### src/rtl/spi_pkg.sv
// Shared SPI definitions: FSM state encodings and clock-mode constants,
// common to the SPI controller and the SPI peripheral.
package spi_pkg;

    typedef enum logic [0:0] {
        IDLE   = 1'b0,
        ACTIVE = 1'b1
    } spi_state_e;

    localparam logic MODE_CPOL_LOW      = 1'b0;
    localparam logic MODE_CPOL_HIGH     = 1'b1;
    localparam logic MODE_CPHA_LEADING  = 1'b0;
    localparam logic MODE_CPHA_TRAILING = 1'b1;

endpackage

### src/rtl/spi_input_synchronizer.sv
// Two-flop synchronizer for one asynchronous input, with a selectable reset
// value so the synchronized level matches the line's idle level after reset.
module spi_input_synchronizer #(
    parameter logic RESET_VALUE = 1'b0
) (
    input  logic clock,
    input  logic reset,
    input  logic async_in,
    output logic sync_out
);

    logic meta_r;
    logic sync_r;

    // Two-stage metastability filter
    always_ff @(posedge clock) begin
        if (reset) begin
            meta_r <= RESET_VALUE;
            sync_r <= RESET_VALUE;
        end else begin
            meta_r <= async_in;
            sync_r <= meta_r;
        end
    end

    assign sync_out = sync_r;

endmodule

### src/rtl/spi_peripheral.sv
// SPI responder: oversamples sclk/mosi/cs on the system clock, shifts words
// MSB-first, with a single-entry TX holding register and a pulsed RX port.
module spi_peripheral
    import spi_pkg::*;
#(
    parameter int   DATA_WIDTH = 8,
    parameter logic CPOL       = MODE_CPOL_LOW,
    parameter logic CPHA       = MODE_CPHA_LEADING
) (
    input  logic                  clock,
    input  logic                  reset,
    input  logic                  sclk,
    input  logic                  mosi,
    input  logic                  cs,
    output logic                  miso,
    output logic                  miso_oe,
    input  logic [DATA_WIDTH-1:0] tx_data,
    input  logic                  tx_valid,
    output logic                  tx_ready,
    output logic [DATA_WIDTH-1:0] rx_data,
    output logic                  rx_valid,
    output logic                  underrun,
    output logic                  busy
);

    localparam int CNT_W = $clog2(DATA_WIDTH + 1);
    localparam logic [CNT_W-1:0] LAST_BIT = CNT_W'(DATA_WIDTH - 1);

    logic sclk_sync_s;
    logic mosi_sync_s;
    logic cs_sync_s;

    spi_input_synchronizer #(.RESET_VALUE(CPOL)) u_sync_sclk (
        .clock(clock), .reset(reset), .async_in(sclk), .sync_out(sclk_sync_s)
    );
    spi_input_synchronizer #(.RESET_VALUE(1'b0)) u_sync_mosi (
        .clock(clock), .reset(reset), .async_in(mosi), .sync_out(mosi_sync_s)
    );
    spi_input_synchronizer #(.RESET_VALUE(1'b1)) u_sync_cs (
        .clock(clock), .reset(reset), .async_in(cs), .sync_out(cs_sync_s)
    );

    spi_state_e            state_r, state_n;
    logic                  sclk_prev_r, cs_prev_r;
    logic [CNT_W-1:0]      bit_cnt_r, bit_cnt_n;
    logic [DATA_WIDTH-1:0] rx_shift_r, rx_shift_n;
    logic [DATA_WIDTH-1:0] tx_shift_r, tx_shift_n;
    logic [DATA_WIDTH-1:0] hold_r, hold_n;
    logic                  full_r, full_n;
    logic                  load_pending_r, load_pending_n;
    logic                  first_shift_r, first_shift_n;
    logic [DATA_WIDTH-1:0] rx_data_r, rx_data_n;
    logic                  rx_valid_r, rx_valid_n;
    logic                  underrun_r, underrun_n;
    logic                  miso_oe_r, miso_oe_n;
    logic                  miso_r, miso_n;
    logic                  busy_r, busy_n;
    logic                  tx_ready_r, tx_ready_n;
    logic                  load_s;

    logic leading_s, trailing_s, sample_edge_s, shift_edge_s, cs_fall_s, capture_s;
    logic [DATA_WIDTH-1:0] rx_word_s;

    assign leading_s     = (sclk_prev_r == CPOL) && (sclk_sync_s != CPOL);
    assign trailing_s    = (sclk_prev_r != CPOL) && (sclk_sync_s == CPOL);
    assign sample_edge_s = (CPHA == MODE_CPHA_TRAILING) ? trailing_s : leading_s;
    assign shift_edge_s  = (CPHA == MODE_CPHA_TRAILING) ? leading_s : trailing_s;
    assign cs_fall_s     = cs_prev_r && !cs_sync_s;
    assign capture_s     = tx_valid && !full_r;
    assign rx_word_s     = {rx_shift_r[DATA_WIDTH-2:0], mosi_sync_s};

    // Next-state, datapath and output decode
    always_comb begin
        state_n        = state_r;
        bit_cnt_n      = bit_cnt_r;
        rx_shift_n     = rx_shift_r;
        tx_shift_n     = tx_shift_r;
        hold_n         = hold_r;
        full_n         = full_r;
        load_pending_n = load_pending_r;
        first_shift_n  = first_shift_r;
        rx_data_n      = rx_data_r;
        rx_valid_n     = 1'b0;
        underrun_n     = 1'b0;
        miso_oe_n      = miso_oe_r;
        load_s         = 1'b0;

        case (state_r)
            IDLE: begin
                if (cs_fall_s) begin
                    state_n        = ACTIVE;
                    bit_cnt_n      = {CNT_W{1'b0}};
                    rx_shift_n     = {DATA_WIDTH{1'b0}};
                    load_s         = 1'b1;
                    load_pending_n = 1'b0;
                    first_shift_n  = 1'b1;
                    miso_oe_n      = 1'b1;
                end else begin
                    state_n = IDLE;
                end
            end
            ACTIVE: begin
                if (cs_sync_s) begin
                    // Deselect discards any partial word
                    state_n        = IDLE;
                    bit_cnt_n      = {CNT_W{1'b0}};
                    load_pending_n = 1'b0;
                    miso_oe_n      = 1'b0;
                end else if (sample_edge_s) begin
                    rx_shift_n = rx_word_s;
                    if (bit_cnt_r == LAST_BIT) begin
                        bit_cnt_n  = {CNT_W{1'b0}};
                        rx_data_n  = rx_word_s;
                        rx_valid_n = 1'b1;
                        if (CPHA == MODE_CPHA_TRAILING) begin
                            load_s        = 1'b1;
                            first_shift_n = 1'b1;
                        end else begin
                            load_pending_n = 1'b1;
                        end
                    end else begin
                        bit_cnt_n = bit_cnt_r + {{(CNT_W-1){1'b0}}, 1'b1};
                    end
                end else if (shift_edge_s) begin
                    if (CPHA == MODE_CPHA_TRAILING) begin
                        // The freshly loaded MSB is already on miso; skip one advance
                        if (first_shift_r) begin
                            first_shift_n = 1'b0;
                        end else begin
                            tx_shift_n = {tx_shift_r[DATA_WIDTH-2:0], 1'b0};
                        end
                    end else begin
                        if (load_pending_r) begin
                            load_s         = 1'b1;
                            load_pending_n = 1'b0;
                        end else begin
                            tx_shift_n = {tx_shift_r[DATA_WIDTH-2:0], 1'b0};
                        end
                    end
                end else begin
                    state_n = ACTIVE;
                end
            end
            default: begin
                state_n = IDLE;
            end
        endcase

        if (load_s) begin
            tx_shift_n = full_r ? hold_r : {DATA_WIDTH{1'b0}};
            underrun_n = !full_r;
        end else begin
            underrun_n = 1'b0;
        end

        // A same-cycle capture wins: the load above already took the old word
        if (capture_s) begin
            hold_n = tx_data;
            full_n = 1'b1;
        end else if (load_s) begin
            full_n = 1'b0;
        end else begin
            full_n = full_r;
        end

        miso_n     = miso_oe_n && tx_shift_n[DATA_WIDTH-1];
        busy_n     = (state_n == ACTIVE);
        tx_ready_n = !full_n;
    end

    // State and registered outputs
    always_ff @(posedge clock) begin
        if (reset) begin
            state_r        <= IDLE;
            sclk_prev_r    <= CPOL;
            cs_prev_r      <= 1'b1;
            bit_cnt_r      <= {CNT_W{1'b0}};
            rx_shift_r     <= {DATA_WIDTH{1'b0}};
            tx_shift_r     <= {DATA_WIDTH{1'b0}};
            hold_r         <= {DATA_WIDTH{1'b0}};
            full_r         <= 1'b0;
            load_pending_r <= 1'b0;
            first_shift_r  <= 1'b0;
            rx_data_r      <= {DATA_WIDTH{1'b0}};
            rx_valid_r     <= 1'b0;
            underrun_r     <= 1'b0;
            miso_oe_r      <= 1'b0;
            miso_r         <= 1'b0;
            busy_r         <= 1'b0;
            tx_ready_r     <= 1'b1;
        end else begin
            state_r        <= state_n;
            sclk_prev_r    <= sclk_sync_s;
            cs_prev_r      <= cs_sync_s;
            bit_cnt_r      <= bit_cnt_n;
            rx_shift_r     <= rx_shift_n;
            tx_shift_r     <= tx_shift_n;
            hold_r         <= hold_n;
            full_r         <= full_n;
            load_pending_r <= load_pending_n;
            first_shift_r  <= first_shift_n;
            rx_data_r      <= rx_data_n;
            rx_valid_r     <= rx_valid_n;
            underrun_r     <= underrun_n;
            miso_oe_r      <= miso_oe_n;
            miso_r         <= miso_n;
            busy_r         <= busy_n;
            tx_ready_r     <= tx_ready_n;
        end
    end

    assign miso     = miso_r;
    assign miso_oe  = miso_oe_r;
    assign tx_ready = tx_ready_r;
    assign rx_data  = rx_data_r;
    assign rx_valid = rx_valid_r;
    assign underrun = underrun_r;
    assign busy     = busy_r;

endmodule

### config.mk
export PLATFORM = sky130hd
export DESIGN_NAME = spi_peripheral
export DESIGN_NICKNAME = d
export VERILOG_FILES = /design/src/rtl/spi_pkg.sv /design/src/rtl/spi_input_synchronizer.sv /design/src/rtl/spi_peripheral.sv
export SDC_FILE = /design/constraint.sdc
export NUM_CORES = 1
export LEC_CHECK = 0
export ABC_AREA = 1
export CORE_UTILIZATION = 45
export DETAILED_ROUTE_END_ITERATION = 6
export DONT_BUFFER_PORTS = 1
export SLEW_MARGIN = 20
export SYNTH_ARGS = -nofsm -noshare
export SYNTH_HDL_FRONTEND = slang
export SYNTH_SLANG_ARGS = --single-unit
### constraint.sdc
create_clock -name clock -period 1.6 [get_ports clock]
set_input_delay 0.32 -clock clock [delete_from_list [all_inputs] [get_ports clock]]
set_output_delay 0.32 -clock clock [all_outputs]
set_load 0.02 [all_outputs]
== Word-level counts from Yosys, hierarchy flattened ==
Cells that the tools add are included.
Storage, ports and cells
  register bits after elaboration: 51
  logic and storage cells: 92
  ROM bits: 0
  RAM bits: 0
  memories kept: 0
  latch bits: 0
Operators by class
  $add $sub $neg: 1
  muxes and demuxes: 36
  reduce and logical (&&, ||, !) cells: 17
  eq/ne operators: 10
  divide/modulo/power cells: 0
  bitwise gates (word level): 6
  $mul: 0
  order comparisons: 0
  shift operators: 0
Operators by type and width (count)
  8-bit 2-to-1 mux: 7
  7-bit 2-to-1 mux: 3
  1-bit 2-to-1 mux: 16
  4-bit 2-to-1 mux: 4
  7-bit one-hot mux with 2 select lines: 1
  2-bit != test, second input constant: 4
  1-bit one-hot mux with 2 select lines: 4
  4-bit one-hot mux with 2 select lines: 1
  1-bit inverter: 6
  3-bit AND reduction: 2
  1-bit logical AND: 5
  5-bit AND reduction: 1
  4-bit by 1-bit adder with 4-bit output, second input constant: 1
  4-bit by 3-bit == test with 1-bit output, second input constant: 1
  2-bit by 1-bit != test with 1-bit output, second input constant: 2
  4-bit by 1-bit != test with 1-bit output, second input constant: 1
  4-bit by 2-bit != test with 1-bit output, second input constant: 1
  4-bit AND reduction: 1
  2-bit nonzero test: 2
  4-bit OR reduction: 1
  1-bit logical NOT: 3
  3-bit by 1-bit != test with 1-bit output, second input constant: 1
  2-bit AND reduction: 1
  2-bit OR reduction: 1

== Depth between registers and ports, before layout ==
Gate-level depths: netlist (run 1).
  word-level depth: 9
  mapped depth: 9
  gate-level depth less buffers: 9

== Cells and area by module ==
From an unflattened synthesis (run 1), not the netlist that was laid out.
Second synthesis, totals
  cells, all modules: 295
  area total of the unflattened synthesis: 2132.0 um^2
Modules (own cells, without submodules)
  spi_peripheral: instances 1, area each 1963.1 um^2, cells an instance 276, seq. area each 900.9 um^2
  spi_input_synchronizer at u_sync_mosi ...: instances 2, area each 55.1 um^2, cells an instance 6, seq. area each 40.0 um^2
  spi_input_synchronizer at u_sync_cs: instances 1, area each 58.8 um^2, cells an instance 7, seq. area each 40.0 um^2

== Worst setup path after synthesis (run 1) ==
Ideal clock, no wire load.
  kind: flip-flop to flip-flop
  start: register busy (netlist name)
  end: register tx_shift_r[1]
  path buffers: 1
  data required time: 1487 ps
  clock period less this slack: 1386 ps
  setup slack: 214 ps
  arrival time: 1274 ps
  cell stages (with the launch flop): 9
  cell sequence: dfxtp_1 > inv_2 > nor2_4 > nand3_2 > nand3_2 > nand2_2 > buf_6 > nor2_1 > nor2_1
RTL lines
  end signal: assignment: line spi_peripheral.sv:179  | tx_shift_r <= {DATA_WIDTH{1'b0}};
  end signal: assignment: line spi_peripheral.sv:197  | tx_shift_r <= tx_shift_n;
  end: declaration: line spi_peripheral.sv:47  | logic [DATA_WIDTH-1:0] tx_shift_r, tx_shift_n;

== Final worst setup path (run 1) ==
  start: register bit_cnt_r[0]
  end: register rx_data_r[5], in the netlist rx_data[5]
On the way
  word-level cells in the longest chain between the ends: 2
Ends and longest elaborated chain
  start: declaration: line spi_peripheral.sv:45  | logic [CNT_W-1:0] bit_cnt_r, bit_cnt_n;
  start signal: assignment: line spi_peripheral.sv:177  | bit_cnt_r <= {CNT_W{1'b0}};
  start signal: assignment: line spi_peripheral.sv:195  | bit_cnt_r <= bit_cnt_n;
  4-bit by 3-bit == test with 1-bit output: line spi_peripheral.sv:111  | if (bit_cnt_r == LAST_BIT) begin
  4-bit AND reduction (no line)
  end signal: assignment: line spi_peripheral.sv:184  | rx_data_r <= {DATA_WIDTH{1'b0}};
  end signal: assignment: line spi_peripheral.sv:202  | rx_data_r <= rx_data_n;
  end: declaration: line spi_peripheral.sv:52  | logic [DATA_WIDTH-1:0] rx_data_r, rx_data_n;
Every way passes these cells.
A chain may end at the register's enable or synchronous reset.

==> flow_summary.ini, run 1 <==
[outcome]
status = complete, no violations

[power_and_ir_drop]
power.density_mw_per_mm2 = 1100
ir_worst_vdd_v = 0.000911
p_leak_nw = 1.09

[timing]
timing.setup.tns_ns = 0
drv_slew = 0
max_slew_margin_pct = 83.1
worst_clock_skew_ns = 0.00627
rsz0062_at_grt = no
worst_pin_slew_ns = 0.252
timing.fmax_ghz = 0.722
post-route-period-util_pct = 86.5
finalCriticalPeriod_ns = 1.38
finalHoldViolCount = 0
setup_viol = 0

[route]
wl_met2_um = 1600
top_layer_used = met4
routed_wl_um = 3590
drtIter0Drc = 111
ant_nets = 0
wl_per_cell_um = 10.4
route.detailed.drc = 0
routed_via_density = 4.65
num_vias = 1605
met1_length_um = 1830
met3_length_um = 129
dr.pass1.iters = 4

[floorplanning]
fp-row-count = 24
die_h_um = 69.7
core-area_mm2 = 0.00438
die_w_um = 69.7
initial_core_util_pct = 47.1
design.die.area_mm2 = 0.00486
ioPinCount = 28

[final_layout]
drive_above_1_share_pct = 9.90
fin_cells = 345
final_common_cell = nand2_1
stdcell_area_mm2 = 0.00227
fin_nets = 307
antennaDiodeCount = 0
areaGrowthSynthToFinish_pct = 10.1
mostFrequentLayoutCells = nand2_1, nor2_1, dfxtp_1, inv_1, o21ai_0
utilization_pct = 51.8

[critical_path]
critPathArrivalTime_ns = 1.59
cp_data_required_time_ns = 1.80
path_max_fanout = 6
startpoint_type = flip-flop
crit_type = reg2reg
end_kind = flip-flop

[clocking]
clockBufferDepth = 2
clock_latency_ns = 0.30
htreeDepth = 2
cts_root_buffer = clkbuf_8
post_cts_resized = 0
clock-sinks = 51
postCtsHoldBufs = 0
cts_setup_buffers = 0
cts.clk_slew.worst_paths_ns = 0.09
numCtsBuffers = 5
tritoncts = yes

[global_routing]
grt_use_total_pct = 16.2
grt_pass1_vias = 1488
antenna_found_initial = 0
grt_first_pass_wirelength_um = 6320
grt_max_degree = 24
grt_overflow = 0

[worst_hold_path]
holdCritPathClass = in2reg

[placement]
portBuffers = 0
dpl-instance-area_mm2 = 0.00214
dp_hpwl_um = 2490
dpl.cell_count = 337
place_congestion = 0.737

[synth]
syn_area_mm2 = 0.00206
yosysSeqAreaShare_pct = 49.5
synth.largest_area_cell = dfxtp_1
yosys_warnings = 0
ys_types = 26
synthDominantCellAreaShare_pct = 49.5
syn_area_per_cell_um2 = 7.24
yosys_register_bits = 51
synth_nets = 300
synth_area_leaders = dfxtp_1, nand2_1, nor2_1
postSynthCellCount = 285

[run]
max_cap_viol_count = 0
[worst max-delay path: stages (launching register included)]
cell	delay, ns
dfxtp_1	0.39
ha_1	0.18
nand2_1	0.07
nor2_1	0.15
nand2_1	0.12
buf_4	0.17
o21ai_0	0.17
nor2_1	0.05
[kinds of logic after synthesis]
logic type | after synthesis | synth area share, %
and+or+nand+nor | 156 | 31.5
xor gates and xnor gates | 1 | 0.425
adders and majority gates | 1 | 0.606
DFF | 51 | 49.5
AOI/OAI and AO/OA | 35 | 9.64
buffers and inverters | 41 | 8.37
[synthesized netlist by cell type (all sizes together)]
| master | count |
|---|---|
| nor2 | 64 |
| ha | 1 |
| nand3 | 9 |
| inv | 32 |
| buf | 2 |
| a31o | 1 |
| a211oi | 1 |
| a31oi | 1 |
| a21oi | 14 |
| o22ai | 1 |
| clkinv | 2 |
| nand2 | 80 |
| o21ai | 17 |
| dfxtp | 51 |
| nor3 | 1 |
| clkbuf | 5 |
| xnor2 | 1 |
| or2 | 2 |
[stage by stage]
stage	total power, mW	hold slack [ns]	setup WS (ns)
floorplan	1.45	0.388	0.214
detailed placement	1.48	0.393	0.223
finish	2.49	0.0749	0.215
global route	2.60	0.0474	0.0328
global placement	1.47	0.392	0.222
CTS	2.53	0.0599	0.208
[routing by layer]
layer / global-route usage, % / up-vias
li1: - / 884
met1: 20.9 / 697
met2: 25.2 / 22
met3: 5.67 / 2
met4: 5.33 / 0
met5: 0 / -
[area by class of cell]
class | instances | area, um^2
inverter | 34 | 128
clock inverter | 3 | 67.6
tap | 52 | 65.1
fill | 422 | 2110
multi-input combinational | 193 | 870
timing repair buffer | 7 | 52.6
sequential | 51 | 1020
clock buffer | 5 | 68.8
[state kept, by name, indices dropped and copies added, names as in the netlist]
| register | flops |
|---|---|
| miso | 1 |
| u_sync_sclk.meta_r | 1 |
| miso_oe | 1 |
| full_r | 1 |
| busy | 1 |
| u_sync_cs.meta_r | 1 |
| u_sync_sclk.sync_out | 1 |
| hold_r | 8 |
| load_pending_r | 1 |
| rx_data | 8 |
| tx_ready | 1 |
| rx_valid | 1 |
| u_sync_cs.sync_out | 1 |
| bit_cnt_r | 4 |
| cs_prev_r | 1 |
| u_sync_mosi.sync_out | 1 |
| u_sync_mosi.meta_r | 1 |
| underrun | 1 |
| sclk_prev_r | 1 |
| rx_shift_r | 7 |
| tx_shift_r | 8 |
[final timing paths]
| check | startpoint | end | slack (ns) | depth (start not counted) |
|---|---|---|---|---|
| worst max-delay path | bit_cnt_r[0] | rx_data[5] | 0.22 | 7 |
| worst min-delay path | reset | tx_shift_r[7] | 0.07 | 1 |
| worst max register to register | bit_cnt_r[0] | rx_data[5] | 0.22 | 7 |
| worst min register to register | u_sync_sclk.meta_r | u_sync_sclk.sync_out | 0.41 | 2 |
[power by group]
| part | switching (mW) | internal [mW] | total [mW] | leakage (nW) |
|---|---|---|---|---|
| combinational | 0.0780 | 0.0421 | 0.120 | 0.613 |
| clock | 0.421 | 0.623 | 1.04 | 0.0644 |
| sequential | 0.0216 | 1.30 | 1.32 | 0.415 |
Power figures use the tool's default switching activity.
==> inputs of run 2 (changes only) <==
Settings changed: CAP_MARGIN from default to 15.
Clock period 1.6 ns to 1.52 ns, I/O delays scaled along.
==> run 2 against run 1 <==
- wire length increased by 0.92%
- sequential cell count stayed put
- worst setup slack got worse by 0.049 ns
- worst hold slack got worse by 0.014 ns
- non-clock buffer count is 1 lower
- utilization increased by 0.17 points
- final area up 0.33%
- cell count decreased by 0.29%
- combinational power about the same
- clock skew grew 0.0015 ns
==> flow_summary.ini, run 2 (synthesis gave the netlist of run 1 again) <==
[global_routing]
grt_max_degree = 24
grt_overflow = 0
grt_use_total_pct = 16.7
antenna_found_initial = 0
grt_first_pass_wirelength_um = 6560
grt_pass1_vias = 1514

[placement]
portBuffers = 0
dp_hpwl_um = 2480
place_congestion = 0.688
dpl-instance-area_mm2 = 0.00213
dp_slack_ns = 0.0958

[final_layout]
antennaDiodeCount = 0
drive_above_1_share_pct = 11.3
stdcell_area_mm2 = 0.00228
fin_nets = 306
multi_input_area_um2 = 880
areaGrowthSynthToFinish_pct = 10.5
seq_area_mm2 = 0.00102
nFillCells = 444
mostFrequentLayoutCells = nand2_1, nor2_1, dfxtp_1, inv_1, o21ai_0
final_common_cell = nand2_1

[worst_hold_path]
hold_depth = 1
hold_end = rx_shift_r[2]
holdCritPathClass = in2reg
hp-start = reset

[timing]
timing.setup.tns_ns = 0
finalWorstSetupSlack_ns = 0.167
drv_slew = 0
max_slew_margin_pct = 74.8
finalHoldViolCount = 0
rsz0062_at_grt = no
finalCriticalPeriod_ns = 1.35
post-route-period-util_pct = 89.0
setup_viol = 0
worst_clock_skew_ns = 0.00774
holdWs_ns = 0.0607
worst_pin_slew_ns = 0.378
timing.fmax_ghz = 0.739

[critical_path]
cp_top_family = flip-flops
slowest_stage = dfxtp_1
cp_slowest_stage_delay_ns = 0.42
crit_buf_inv = 2
path_cells = inv_2 > nand2_4 > nor2_8 > buf_4 > a31oi_4 > nand2_1 > a21oi_1
path_max_fanout = 8
critPathArrivalTime_ns = 1.59
crit_type = reg2reg
cp_data_required_time_ns = 1.75
startpoint_type = flip-flop
critical_path.reg2reg.endpoint = rx_shift_r[0]
rr_worst_depth = 7
rrSetupSlack_ns = 0.17
reg2reg_from = u_sync_cs.sync_out
end_kind = flip-flop

[clocking]
clock_latency_ns = 0.30
clockBufferDepth = 2
cts.clk_slew.worst_paths_ns = 0.10
numCtsBuffers = 5
htreeDepth = 2
clock-sinks = 51
tritoncts = yes
cts_setup_buffers = 0
cts_root_buffer = clkbuf_8

[route]
routed_wl_um = 3620
dr.pass1.iters = 4
num_vias = 1627
drtIter0Drc = 64
wl_per_cell_um = 10.5
ant_nets = 0
route.detailed.drc = 0
routed_via_density = 4.73

[floorplanning]
initial_core_util_pct = 47.1
die_w_um = 69.7
core-area_mm2 = 0.00438
fp-row-count = 24
die_h_um = 69.7
ioPinCount = 28
design.die.area_mm2 = 0.00486

[power_and_ir_drop]
ir_worst_vdd_v = 0.000602
p_leak_nw = 1.08
power.density_mw_per_mm2 = 1150

[run]
max_cap_viol_count = 0

[outcome]
status = complete, no violations
==> run 2: changes by cell type in the layout (fill, tap and decap cells not counted) <==
cell,before,now
buf_4,7,6
clkinv_1,2,1
clkinvlp_4,1,2
dfxtp_1,51,50
dfxtp_2,0,1
inv_1,29,28
inv_2,3,4
nand2_1,77,76
nand2_4,1,2
nor2_1,62,61
nor2_2,0,1
==> run 2: how the worst max path moves through the flow <==
stage                       start       endpoint  slack (ns)  depth (start not counted)
2_1_floorplan                busy  tx_shift_r[1]        0.13                          8
3_3_place_gp         bit_cnt_r[0]     rx_data[3]        0.11                          7
3_5_place_dp         bit_cnt_r[0]     rx_data[2]         0.1                          7
4_1_cts              bit_cnt_r[0]     rx_data[2]        0.07                          7
5_1_grt              bit_cnt_r[0]     rx_data[3]        0.01                          7
6_report       u_sync_cs.sync_out  rx_shift_r[0]        0.17                          7
==> run 2: area by class of cell <==
class	count	share of cell area, %
Inverter	34	5.76
Clock buffer	5	3.02
Sequential cell	51	44.8
Clock inverter	3	2.96
Tap cell	52	2.85
Multi-Input combinational cell	193	38.6
Timing Repair Buffer	6	1.98
==> run 2: through the flow <==
step | util (%) | std cells | power (mW)
2_1_floorplan | - | 285 | 1.53
3_3_place_gp | 48.5 | 336 | 1.55
3_5_place_dp | 48.5 | 336 | 1.55
4_1_cts | 51.7 | 344 | 2.65
5_1_grt | 52.0 | 344 | 2.73
6_report | 52.0 | 344 | 2.62
==> run 2: report_power, final <==
group	switching (mW)	internal (mW)	total, mW
Clock	0.445	0.656	1.10
Combinational	0.0768	0.0403	0.117
Sequential	0.0278	1.37	1.40
Total	0.549	2.07	2.62
==> run 2: worst reg2reg max path: stages (launching register included) <==
cell and delay, ns:
dfxtp_1 0.42, inv_2 0.11, nand2_4 0.12, nor2_8 0.04, buf_4 0.17, a31oi_4 0.24, nand2_1 0.08, a21oi_1 0.12
==> run 2: timing repair <==
item                       in CTS  in global routing
hold endpoints to repair        0                  0
gates resized for setup         0                  6
hold buffers                    0                  0
setup endpoints to repair       0                 12
==> run 2: per-layer routing <==
metal,vias up,wire length [um],global-route usage (%)
met2,27,1530,25.1
met4,0,47,6.67
met5,-,0,0
met1,713,1890,22.8
li1,883,-,-
met3,4,160,4.36
==> inputs of run 3 (changes only) <==
Settings changed: SLEW_MARGIN 20 to 25.
==> results of run 3 <==
No change in the layout: final DEF, timing and power equal those of run 2.
